==> src/rtl/btn_repeat_ctrl.sv <==
// Button gesture controller: tap, hold-to-auto-repeat and two-button chord clear for a 6-bit
// counter. Define BTN_SAT_EN to saturate the counter at 0/63 instead of wrapping.
module btn_repeat_ctrl #(
  parameter int unsigned CLK_HZ   = 27_000_000,
  parameter int unsigned CHORD_MS = 50,
  parameter int unsigned HOLD_MS  = 500,
  parameter int unsigned RATE_MS  = 100
) (
  input  logic       clk,
  input  logic       rst,
  input  logic       b1_lv,
  input  logic       b2_lv,
  output logic [5:0] cnt,
  output logic       step_up,
  output logic       step_dn,
  output logic       chord,
  output logic       busy
);

  localparam int unsigned CHORD_LIM = (CLK_HZ / 1000) * CHORD_MS;
  localparam int unsigned HOLD_LIM  = (CLK_HZ / 1000) * HOLD_MS;
  localparam int unsigned RATE_LIM  = (CLK_HZ / 1000) * RATE_MS;
  localparam int unsigned MAX_LIM   = (CHORD_LIM > HOLD_LIM) ?
                                      ((CHORD_LIM > RATE_LIM) ? CHORD_LIM : RATE_LIM) :
                                      ((HOLD_LIM > RATE_LIM) ? HOLD_LIM : RATE_LIM);
  localparam int unsigned TW        = (MAX_LIM > 1) ? $clog2(MAX_LIM) : 1;

  localparam logic [TW-1:0] CHORD_END = TW'(CHORD_LIM - 1);
  localparam logic [TW-1:0] HOLD_END  = TW'(HOLD_LIM - 1);
  localparam logic [TW-1:0] RATE_END  = TW'(RATE_LIM - 1);

  typedef enum logic [2:0] {StIdle, StArm, StHold, StRepeat, StChord} state_e;

  state_e        state_q, state_d;
  logic [TW-1:0] timer_q, timer_d;
  logic          dir_q, dir_d;
  logic [5:0]    cnt_q, cnt_d;
  logic          up_q, up_d, dn_q, dn_d, chord_q, chord_d;
  logic          do_step, do_chord;
  logic          own, other;

  // dir_q selects which button owns the gesture (1 = b1 / up).
  assign own   = dir_q ? b1_lv : b2_lv;
  assign other = dir_q ? b2_lv : b1_lv;

  always_comb begin
    state_d  = state_q;
    timer_d  = timer_q;
    dir_d    = dir_q;
    do_step  = 1'b0;
    do_chord = 1'b0;
    unique case (state_q)
      StIdle: begin
        if (b1_lv && b2_lv) begin
          state_d  = StChord;
          do_chord = 1'b1;
        end else if (b1_lv || b2_lv) begin
          state_d = StArm;
          dir_d   = b1_lv;
          timer_d = '0;
        end
      end
      StArm: begin
        if (other) begin
          state_d  = StChord;
          do_chord = 1'b1;
        end else if (!own) begin
          state_d = StIdle;
          do_step = 1'b1;
        end else if (timer_q == CHORD_END) begin
          state_d = StHold;
          timer_d = '0;
          do_step = 1'b1;
        end else begin
          timer_d = timer_q + TW'(1);
        end
      end
      StHold: begin
        if (!own) begin
          state_d = StIdle;
        end else if (timer_q == HOLD_END) begin
          state_d = StRepeat;
          timer_d = '0;
          do_step = 1'b1;
        end else begin
          timer_d = timer_q + TW'(1);
        end
      end
      StRepeat: begin
        if (!own) begin
          state_d = StIdle;
        end else if (timer_q == RATE_END) begin
          timer_d = '0;
          do_step = 1'b1;
        end else begin
          timer_d = timer_q + TW'(1);
        end
      end
      StChord: begin
        if (!b1_lv && !b2_lv) state_d = StIdle;
      end
      default: state_d = StIdle;
    endcase
  end

  // Counter and pulses are registered so every decision shows up exactly one cycle later.
  always_comb begin
    cnt_d   = cnt_q;
    up_d    = 1'b0;
    dn_d    = 1'b0;
    chord_d = 1'b0;
    if (do_chord) begin
      cnt_d   = '0;
      chord_d = 1'b1;
    end else if (do_step) begin
`ifdef BTN_SAT_EN
      if (dir_q && cnt_q != 6'd63) begin
        cnt_d = cnt_q + 6'd1;
        up_d  = 1'b1;
      end else if (!dir_q && cnt_q != 6'd0) begin
        cnt_d = cnt_q - 6'd1;
        dn_d  = 1'b1;
      end
`else
      if (dir_q) begin
        cnt_d = cnt_q + 6'd1;
        up_d  = 1'b1;
      end else begin
        cnt_d = cnt_q - 6'd1;
        dn_d  = 1'b1;
      end
`endif
    end
  end

  always_ff @(posedge clk) begin
    if (rst) begin
      state_q <= StIdle;
      timer_q <= '0;
      dir_q   <= 1'b0;
      cnt_q   <= '0;
      up_q    <= 1'b0;
      dn_q    <= 1'b0;
      chord_q <= 1'b0;
    end else begin
      state_q <= state_d;
      timer_q <= timer_d;
      dir_q   <= dir_d;
      cnt_q   <= cnt_d;
      up_q    <= up_d;
      dn_q    <= dn_d;
      chord_q <= chord_d;
    end
  end

  assign cnt     = cnt_q;
  assign step_up = up_q;
  assign step_dn = dn_q;
  assign chord   = chord_q;
  assign busy    = (state_q != StIdle);

endmodule

==> config.mk <==
export PLATFORM = sky130hd
export DESIGN_NAME = btn_repeat_ctrl
export DESIGN_NICKNAME = d
export VERILOG_FILES = /design/src/rtl/btn_repeat_ctrl.sv
export SDC_FILE = /design/constraint.sdc
export NUM_CORES = 1
export LEC_CHECK = 0
export CAP_MARGIN = 20
export CORE_UTILIZATION = 30
export DETAILED_ROUTE_END_ITERATION = 6
export REMOVE_ABC_BUFFERS = 1
export SLEW_MARGIN = 10
export SYNTH_ARGS = -nofsm -noshare
export SYNTH_HDL_FRONTEND = slang
export SYNTH_SLANG_ARGS = --single-unit
==> constraint.sdc <==
create_clock -name clk -period 2.8 [get_ports clk]
set_clock_uncertainty 0.15 [all_clocks]
set_input_delay 0.7 -clock clk [delete_from_list [all_inputs] [get_ports clk]]
set_output_delay 0.7 -clock clk [all_outputs]
set_load 0.05 [all_outputs]
==> summary by stage, run 1 <==
Run status
The run finished with clean final reports.

Die
The area of the core is 7331 um2. The floorplan step set the die width to 89.46 um. The count of pins on the block boundary is 14.

The row count is 31. The initial standard-cell utilization of the core is 0.3130. The vertical die dimension is 89.46 um.

The floorplan step defined a die boundary enclosing 8003 um2.

CTS
After clock tree synthesis, the clock-pin slew on the worst setup and hold paths is 0.08 ns. The post-cts hold buffer count is 0. Clock tree synthesis selected as its root buffer the cell clkbuf_8.

The later-pin clock latency in the skew report is 0.29 ns. The clock tree buffer depth is 2. The H-tree was split into 2 levels.

Buffers added to address setup during post-CTS repair amount to 0. After clock tree synthesis, the repair step resized 2 gates. The clock tree from TritonCTS is done. The number of clock buffers inserted by TritonCTS is 5.

The total clock sinks is 37.

STA
The highest clock rate is 370.9 MHz. Setup repair after global routing left no endpoint under its margin. The part of the cycle the worst path needs is 0.9629.

The number of pins exceeding their max-slew limit in the final report is 0. The count of endpoints failing setup in the final report is 0. Across all hold checks on the routed design, the worst slack comes to 0.3621 ns. The count of endpoints failing hold in the final timing report is 0.

The post-layout worst setup margin is 0.1038 ns. At the pin with the least slew margin, the transition time is 0.5679 ns. Counting I/O delays and the setup requirement, the final critical path takes 2.696 ns. The worst pin sits at a relative slew slack of 0.6162. Setup total negative slack on the finished layout was measured at 0 ns.

Global routing
Entering global routing, the biggest net connects 27 pins. The via count of the first global-routing pass is 1,975. The total global routing overflow is 0. The first global-routing pass estimated 9225 um of wire. The initial antenna violation count is 0. In the global route stage, overall resource usage came out at 0.1471.

Routing
The number of design rule violations left after detail routing is 0. The detail route stage leaves a number of antenna-violating nets equal to 0. The number of iterations in the first detailed-routing pass is 4. Using the TritonRoute via totals, the vias-per-cell ratio works out to 5.368. The post-detailed-routing wire length is 5441 um. The wire length per cell is 13.60 um. The number of vias in the routed layout is 2,147. In this run, the number of DRC markers left after iteration 0 of detailed routing was 110.

Yosys
In this run, distinct cell masters in the synthesized netlist total 59. The fraction of the yosys area taken by sequential cells is 0.3228. The synthesized design contains 0 enable-type register cells. The average instance area after synthesis is 8.659 um2. Among all flip-flop cells after synthesis, the most frequent one is dfxtp_1.

The synthesized netlist cell count is 265. During synthesis, Yosys emitted a total of 0 warnings. The share of synthesized registers carrying an async set or reset is 0. The synthesized cell area is 2295 um2.

The register bit count reported by yosys is 37.

Critical path
STA classifies the critical path endpoint as an output pin. The signal on the critical path passes through or3_1 -> clkdlybuf4s50_1. For this design, the slowest cell found on the critical path is clkdlybuf4s50_1. The kind of cell adding the most delay to the critical path is buffers and inverters. The number of buffers and inverters on the critical path is 1. Of all nets on the critical path, the largest fanout is 13.

The startpoint of the lowest-slack register-to-register path is timer_q[10]. The largest single stage delay on the critical path is 0.81 ns. The capture instance of the worst register-to-register path is cnt[5].

The worst setup path is launched from a register. Data on the critical path is required at its endpoint by 1.95 ns. The worst reg2reg path depth is 5. The kind of critical path is reg2out. The minimum setup slack among reg-to-reg paths is 0.12 ns.

STA puts the critical path data arrival time at 1.85 ns.

Power and ir drop
The analysis attributes to net switching a power of 0.0005385 W. The clock network power share is 0.300. The worst voltage drop across the vdd grid is 232.9 uV. Of the total power, registers draw 0.371.

The share of total power dissipated in combinational logic is 0.329. The power density over the cells is 574.4 nW/um2. Internal power comes to 0.001080 W.

The switching share of power is 0.3327. The leakage power is 0.9396 nW.

Placed design
Prior to clock tree synthesis, the placed netlist has a worst setup slack of -0.4807 ns. The instance count after placement with tap cells included is 392. The wire-length estimate of the detail-placed layout is 3929 um. The area after detailed placement is 2699 um2. The count of input and output buffers is 13. The congestion estimate from routability-driven global placement came to 0.7990.

Finish
The post-synthesis to final-layout area growth is 22.79%. The area of all placed cells without fillers is 2818 um2. The count of cells in the finished layout, fillers not included, comes to 400. At the end of the flow, the number of nets in the layout was 313. The final antenna diode count is 0. The share of final-layout standard cells stronger than drive strength 1 is 0.1728.

Min path
The beginning of the worst hold path is cnt[3]. In this run the worst hold path is classified as reg2reg. The hold path depth is 2. For hold timing, the worst endpoint is cnt[3].

Job
The count of maximum capacitance violations is 0.
cell usage in the layout, fill, tap and decap left out, types with 4 or more instances in the layout:
| cell type | instances |
|---|---|
| clkdlybuf4s50_1 | 11 |
| o21ai_0 | 21 |
| buf_4 | 27 |
| nand3_1 | 12 |
| a21oi_1 | 7 |
| nand4_1 | 7 |
| a211oi_1 | 19 |
| or4_1 | 4 |
| dfxtp_1 | 37 |
| or3_1 | 18 |
| o31ai_1 | 5 |
| nand2_1 | 14 |
| clkbuf_8 | 6 |
| nor2b_1 | 4 |
| nor3_1 | 10 |
| nor2_1 | 11 |
| ha_1 | 8 |
| inv_1 | 11 |
final cells by class:
class / instances / area [um2]
clock inverter: 1 / 30.03
sequential: 37 / 740.7
fill: 736 / 4513
multi-input combinational: 204 / 1445
clock buffer: 7 / 86.33
timing repair buffer: 41 / 350.3
tap: 99 / 123.9
inverter: 11 / 41.29
worst max-delay path by stage:
stage | start | cells after the start | to
floorplan | b1_lv | 6 | timer_q[23]
global placement | b1_lv | 7 | timer_q[23]
detailed placement | b1_lv | 7 | timer_q[23]
CTS | state_q[2] | 2 | busy
global route | b1_lv | 7 | timer_q[18]
finish | state_q[0] | 2 | busy
power groups by stage:
stage | registers [W] | clock network, W | logic [W]
after floorplan | 0.000635 | 0 | 0.000286
after global placement | 0.000611 | 0 | 0.000529
after detailed placement | 0.000612 | 0 | 0.000535
after CTS | 0.000601 | 0.000499 | 0.000536
after global routing | 0.000607 | 0.000522 | 0.000588
final | 0.000600 | 0.000486 | 0.000532
cells by family (layout without fill, tap and decap cells):
logic type	count (synthesis)	in the layout	share of synthesized area
simple gates	105	105	0.2743
buf+inv	24	60	0.04961
mux	6	6	0.02781
flops	37	37	0.3228
xor+xnor	6	6	0.02290
fa+ha+maj	9	9	0.05235
compound gates	78	78	0.2503
synth_stat cells (all sizes together) (5+ instances only):
master / n / area share
buf: 5 / 0.019
nand3: 12 / 0.026
ha: 8 / 0.044
a21oi: 7 / 0.015
dfxtp: 37 / 0.32
or4: 7 / 0.027
nand4: 7 / 0.019
clkbuf: 8 / 0.013
nand2: 14 / 0.023
nor3: 10 / 0.022
o21ai: 21 / 0.046
nor2: 11 / 0.018
a211oi: 20 / 0.065
o31ai: 5 / 0.016
inv: 11 / 0.018
or3: 18 / 0.049
sequential cells by signal, summed over array words and instances (netlist names):
register	flops
chord	1
cnt	6
dir_q	1
state_q	3
step_dn	1
step_up	1
timer_q	24
routing by layer:
layer / global-route usage / part of all wire / vias up
met5: 0 / 0 / -
met4: 0.04040 / 0.012 / 0
met3: 0.02401 / 0.033 / 9
met2: 0.2512 / 0.48 / 41
met1: 0.1915 / 0.48 / 1002
li1: - / - / 1095
per-stage QoR:
| stage | power [W] | util |
|---|---|---|
| 2_1_floorplan | 0.0009210 | - |
| 3_3_place_gp | 0.001140 | 0.3682 |
| 3_5_place_dp | 0.001147 | 0.3682 |
| 4_1_cts | 0.001635 | 0.3837 |
| 5_1_grt | 0.001717 | 0.3844 |
| 6_report | 0.001618 | 0.3844 |
worst min-delay path, delay by kind of cell, from the launching register on:
| kind | cells | cell delay [ns] |
|---|---|---|
| flops | 1 | 0.34 |
| compound gates | 1 | 0.06 |
| simple gates | 1 | 0.08 |
No activity file was read; power rests on OpenSTA's default activity.
==> inputs of run 2 (changes only) <==
--- a/config.mk
+++ b/config.mk
@@ -6,8 +6,11 @@
 export NUM_CORES = 1
 export LEC_CHECK = 0
 export CAP_MARGIN = 20
+export CELL_PAD_IN_SITES_DETAIL_PLACEMENT = 1
+export CELL_PAD_IN_SITES_GLOBAL_PLACEMENT = 1
 export CORE_UTILIZATION = 30
 export DETAILED_ROUTE_END_ITERATION = 6
+export PLACE_DENSITY_LB_ADDON = 0.1
 export REMOVE_ABC_BUFFERS = 1
 export SLEW_MARGIN = 10
 export SYNTH_ARGS = -nofsm -noshare
==> run 2 against run 1 <==
Non-clock buffer count is 9 higher. Wire length is 23% higher. Design area is 2.7% higher.
==> summary by stage, run 2 (synthesis gave the netlist of run 1 again) <==
Critical path
STA classifies the critical path startpoint as a register. The kind of cell adding the most delay to the critical path is simple AND/OR/NAND/NOR gates. The critical path goes through or4_4 -> or4_4 -> o22a_4 -> a2111oi_2 -> mux2_2. The standard cell with the maximum stage delay on the critical path is or4_4. The combined buffer and inverter count along the critical path is 0 (-1). The largest stage delay on the critical path was 0.56 ns (-0.25 ns).

Tracing the worst setup path back leads to its startpoint at timer_q[23]. The kind of critical path is reg2reg. The endpoint arrival time on the critical path came to 2.74 ns (+0.89 ns).

The data required time of the critical path came to 2.84 ns (+0.89 ns). STA classifies the critical path endpoint as a register. In this design, the critical path's most frequently occurring cell is or4_4.

In this run the critical register-to-register path is launched from timer_q[23]. The critical-path maximum fanout is 4 (-9).

Die
The vertical die dimension is 89.46 um (unchanged). The width of the chip is 89.46 um (unchanged). The count of pins on the block boundary is 14 (unchanged). The initial standard-cell utilization of the core came to 0.3130 (unchanged). The area of the core is 7331 um2 (unchanged). The die footprint came to 8003 um2 (unchanged). The row count is 31 (unchanged).

Routing
The post-detailed-routing wire length is 6673 um (+23%). The number of design rule violations left after detail routing is 0 (unchanged). The number of routed nets with antenna violations is 0 (unchanged).

The wire length per cell is 16.32 um (+20%). The number of vias in the routed layout came to 2,231 (+3.9%). The violation count after the first detailed-routing iteration is 82 (-25%). The via count normalized by instance count came to 5.455 (+1.6%). The number of iterations in the first detailed-routing pass came to 4 (unchanged).

Finish
The net count reported at finish is 322 (+2.9%). The final cell count without fillers is 409 (+2.3%). The area of all placed cells without fillers was 2894 um2 (+2.7%).

The share of final-layout standard cells stronger than drive strength 1 came to 0.2032 (+0.03047). Compared with the post-synthesis result, the final layout area differs by 26.12%. In the layout the commonest cells are 37 x dfxtp_1, 36 x buf_4, 21 x o21ai_0. The most common library cell in the layout ignoring fill and taps is dfxtp_1. The flip-flop count of the largest register after layout came to 24 (unchanged). The top register by number of flip-flops is timer_q. The final antenna diode count came to 0 (unchanged).

CTS
The H-tree depth is 2 (unchanged). The total clock sinks is 37 (unchanged). The later-pin clock latency in the skew report came to 0.30 ns (about the same). The register clock-pin slew on the reported worst setup and hold paths is 0.08 ns (about the same). The root buffer cell is clkbuf_8.

The post-cts hold buffer count is 0 (unchanged). The clock tree from TritonCTS is done. The number of clock buffers inserted by TritonCTS was 5 (unchanged).

The clock tree buffer depth is 2 (unchanged).

STA
The number of pins exceeding their max-slew limit in the final report was 0 (unchanged). The actual slew at the worst max-slew pin is 0.5374 ns (-0.03051 ns). The part of the cycle the worst path needs is 0.9623 (about the same). The worst slew slack as a fraction of its limit came to 0.6369 (+0.02062). The total negative slack is 0 ns (unchanged). The count of endpoints failing hold in the final timing report came to 0 (unchanged). The count of endpoints failing setup in the final report is 0 (unchanged). Setup repair after global routing left no endpoint under its margin. The highest clock rate is 371.1 MHz (about the same). The clock period minus final worst setup slack is 2.695 ns (-0.001706 ns).

Global routing
The all-layer global routing usage is 0.1875 (+0.04037). The via count of the first global-routing pass is 2,200 (+11%). The total global routing overflow is 0 (unchanged). The pin count of the biggest net entering global routing is 25 (-7.4%). The first-pass GRT wire length is 11,320 um (+23%). The initial antenna violation count is 0 (unchanged).

Power and ir drop
The post-layout total power was 0.001675 W (+3.5%). The power density over the cells was 578.6 nW/um2 (+0.74%). The leakage power was 0.9988 nW (+6.3%). The worst voltage drop across the vdd grid came to 197.1 uV (-15%).

Min path
The kind of path behind the tightest hold check is reg2reg. The startpoint identified for the worst hold timing path is cnt[4].

Placed design
The final RePlAce weighted congestion is 0.7246 (-9.3%). The count of input and output buffers came to 13 (unchanged). The area after detailed placement is 2766 um2 (+2.5%). The placed wire-length estimate after detailed placement is 5012 um (+28%).

The instance count after placement with tap cells included was 401 (+2.3%).

Job
The count of maximum capacitance violations is 0 (unchanged).

Run status
The run finished with clean final reports.
run 2: per-layer routing:
layer / vias up / share of wire / GRT usage
met2: 28 / 0.48 / 0.3158
met5: - / 0 / 0
li1: 1115 / - / -
met1: 1082 / 0.49 / 0.2474
met3: 6 / 0.020 / 0.03324
met4: 0 / 0.0097 / 0.04762
run 2: final timing paths:
path	end	depth (start not counted)	slack [ns]
setup / recovery	cnt[5]	5	0.11
hold / removal	cnt[4]	2	0.35
setup reg to reg	cnt[5]	5	0.11
hold reg to reg	cnt[4]	2	0.35
run 2: layout make-up:
type	instances	area, um2
sequential	37	740.7
inverter	11	41.29
timing repair buffer	50	420.4
clock buffer	6	82.58
fill	882	4437
multi-input combinational	204	1448
tap	99	123.9
clock inverter	2	37.54
run 2: power by group:
| group | switching (W) | leakage [nW] | internal [W] | total (W) |
|---|---|---|---|---|
| clock | 0.000218 | 0.0574 | 0.000290 | 0.000508 |
| sequential | 0.0000436 | 0.299 | 0.000555 | 0.000599 |
| combinational | 0.000319 | 0.642 | 0.000250 | 0.000568 |
run 2: what timing repair did:
action / 4_1_cts / 5_1_grt
gates cloned: 0 / 0
resized for setup: 4 / 1
setup buffers: 0 / 0
setup endpoints to repair: 13 / 1
pin swaps: 0 / 0
run 2: metrics by stage:
| stage | setup slack, ns | utilization | hold slack, ns |
|---|---|---|---|
| floorplan | 0.06354 | - | 0.3131 |
| global placement | -0.4152 | 0.3774 | 0.3409 |
| detailed placement | -0.4994 | 0.3774 | 0.3457 |
| CTS | 0.04457 | 0.3944 | 0.3576 |
| global route | 0.01316 | 0.3948 | 0.3804 |
| finish | 0.1055 | 0.3948 | 0.3526 |
run 2: worst reg2reg max path, cell delays in order, from the launching register on:
cell	delay, ns
dfxtp_1	0.35
or4_4	0.55
or4_4	0.56
o22a_4	0.21
a2111oi_2	0.40
mux2_2	0.38
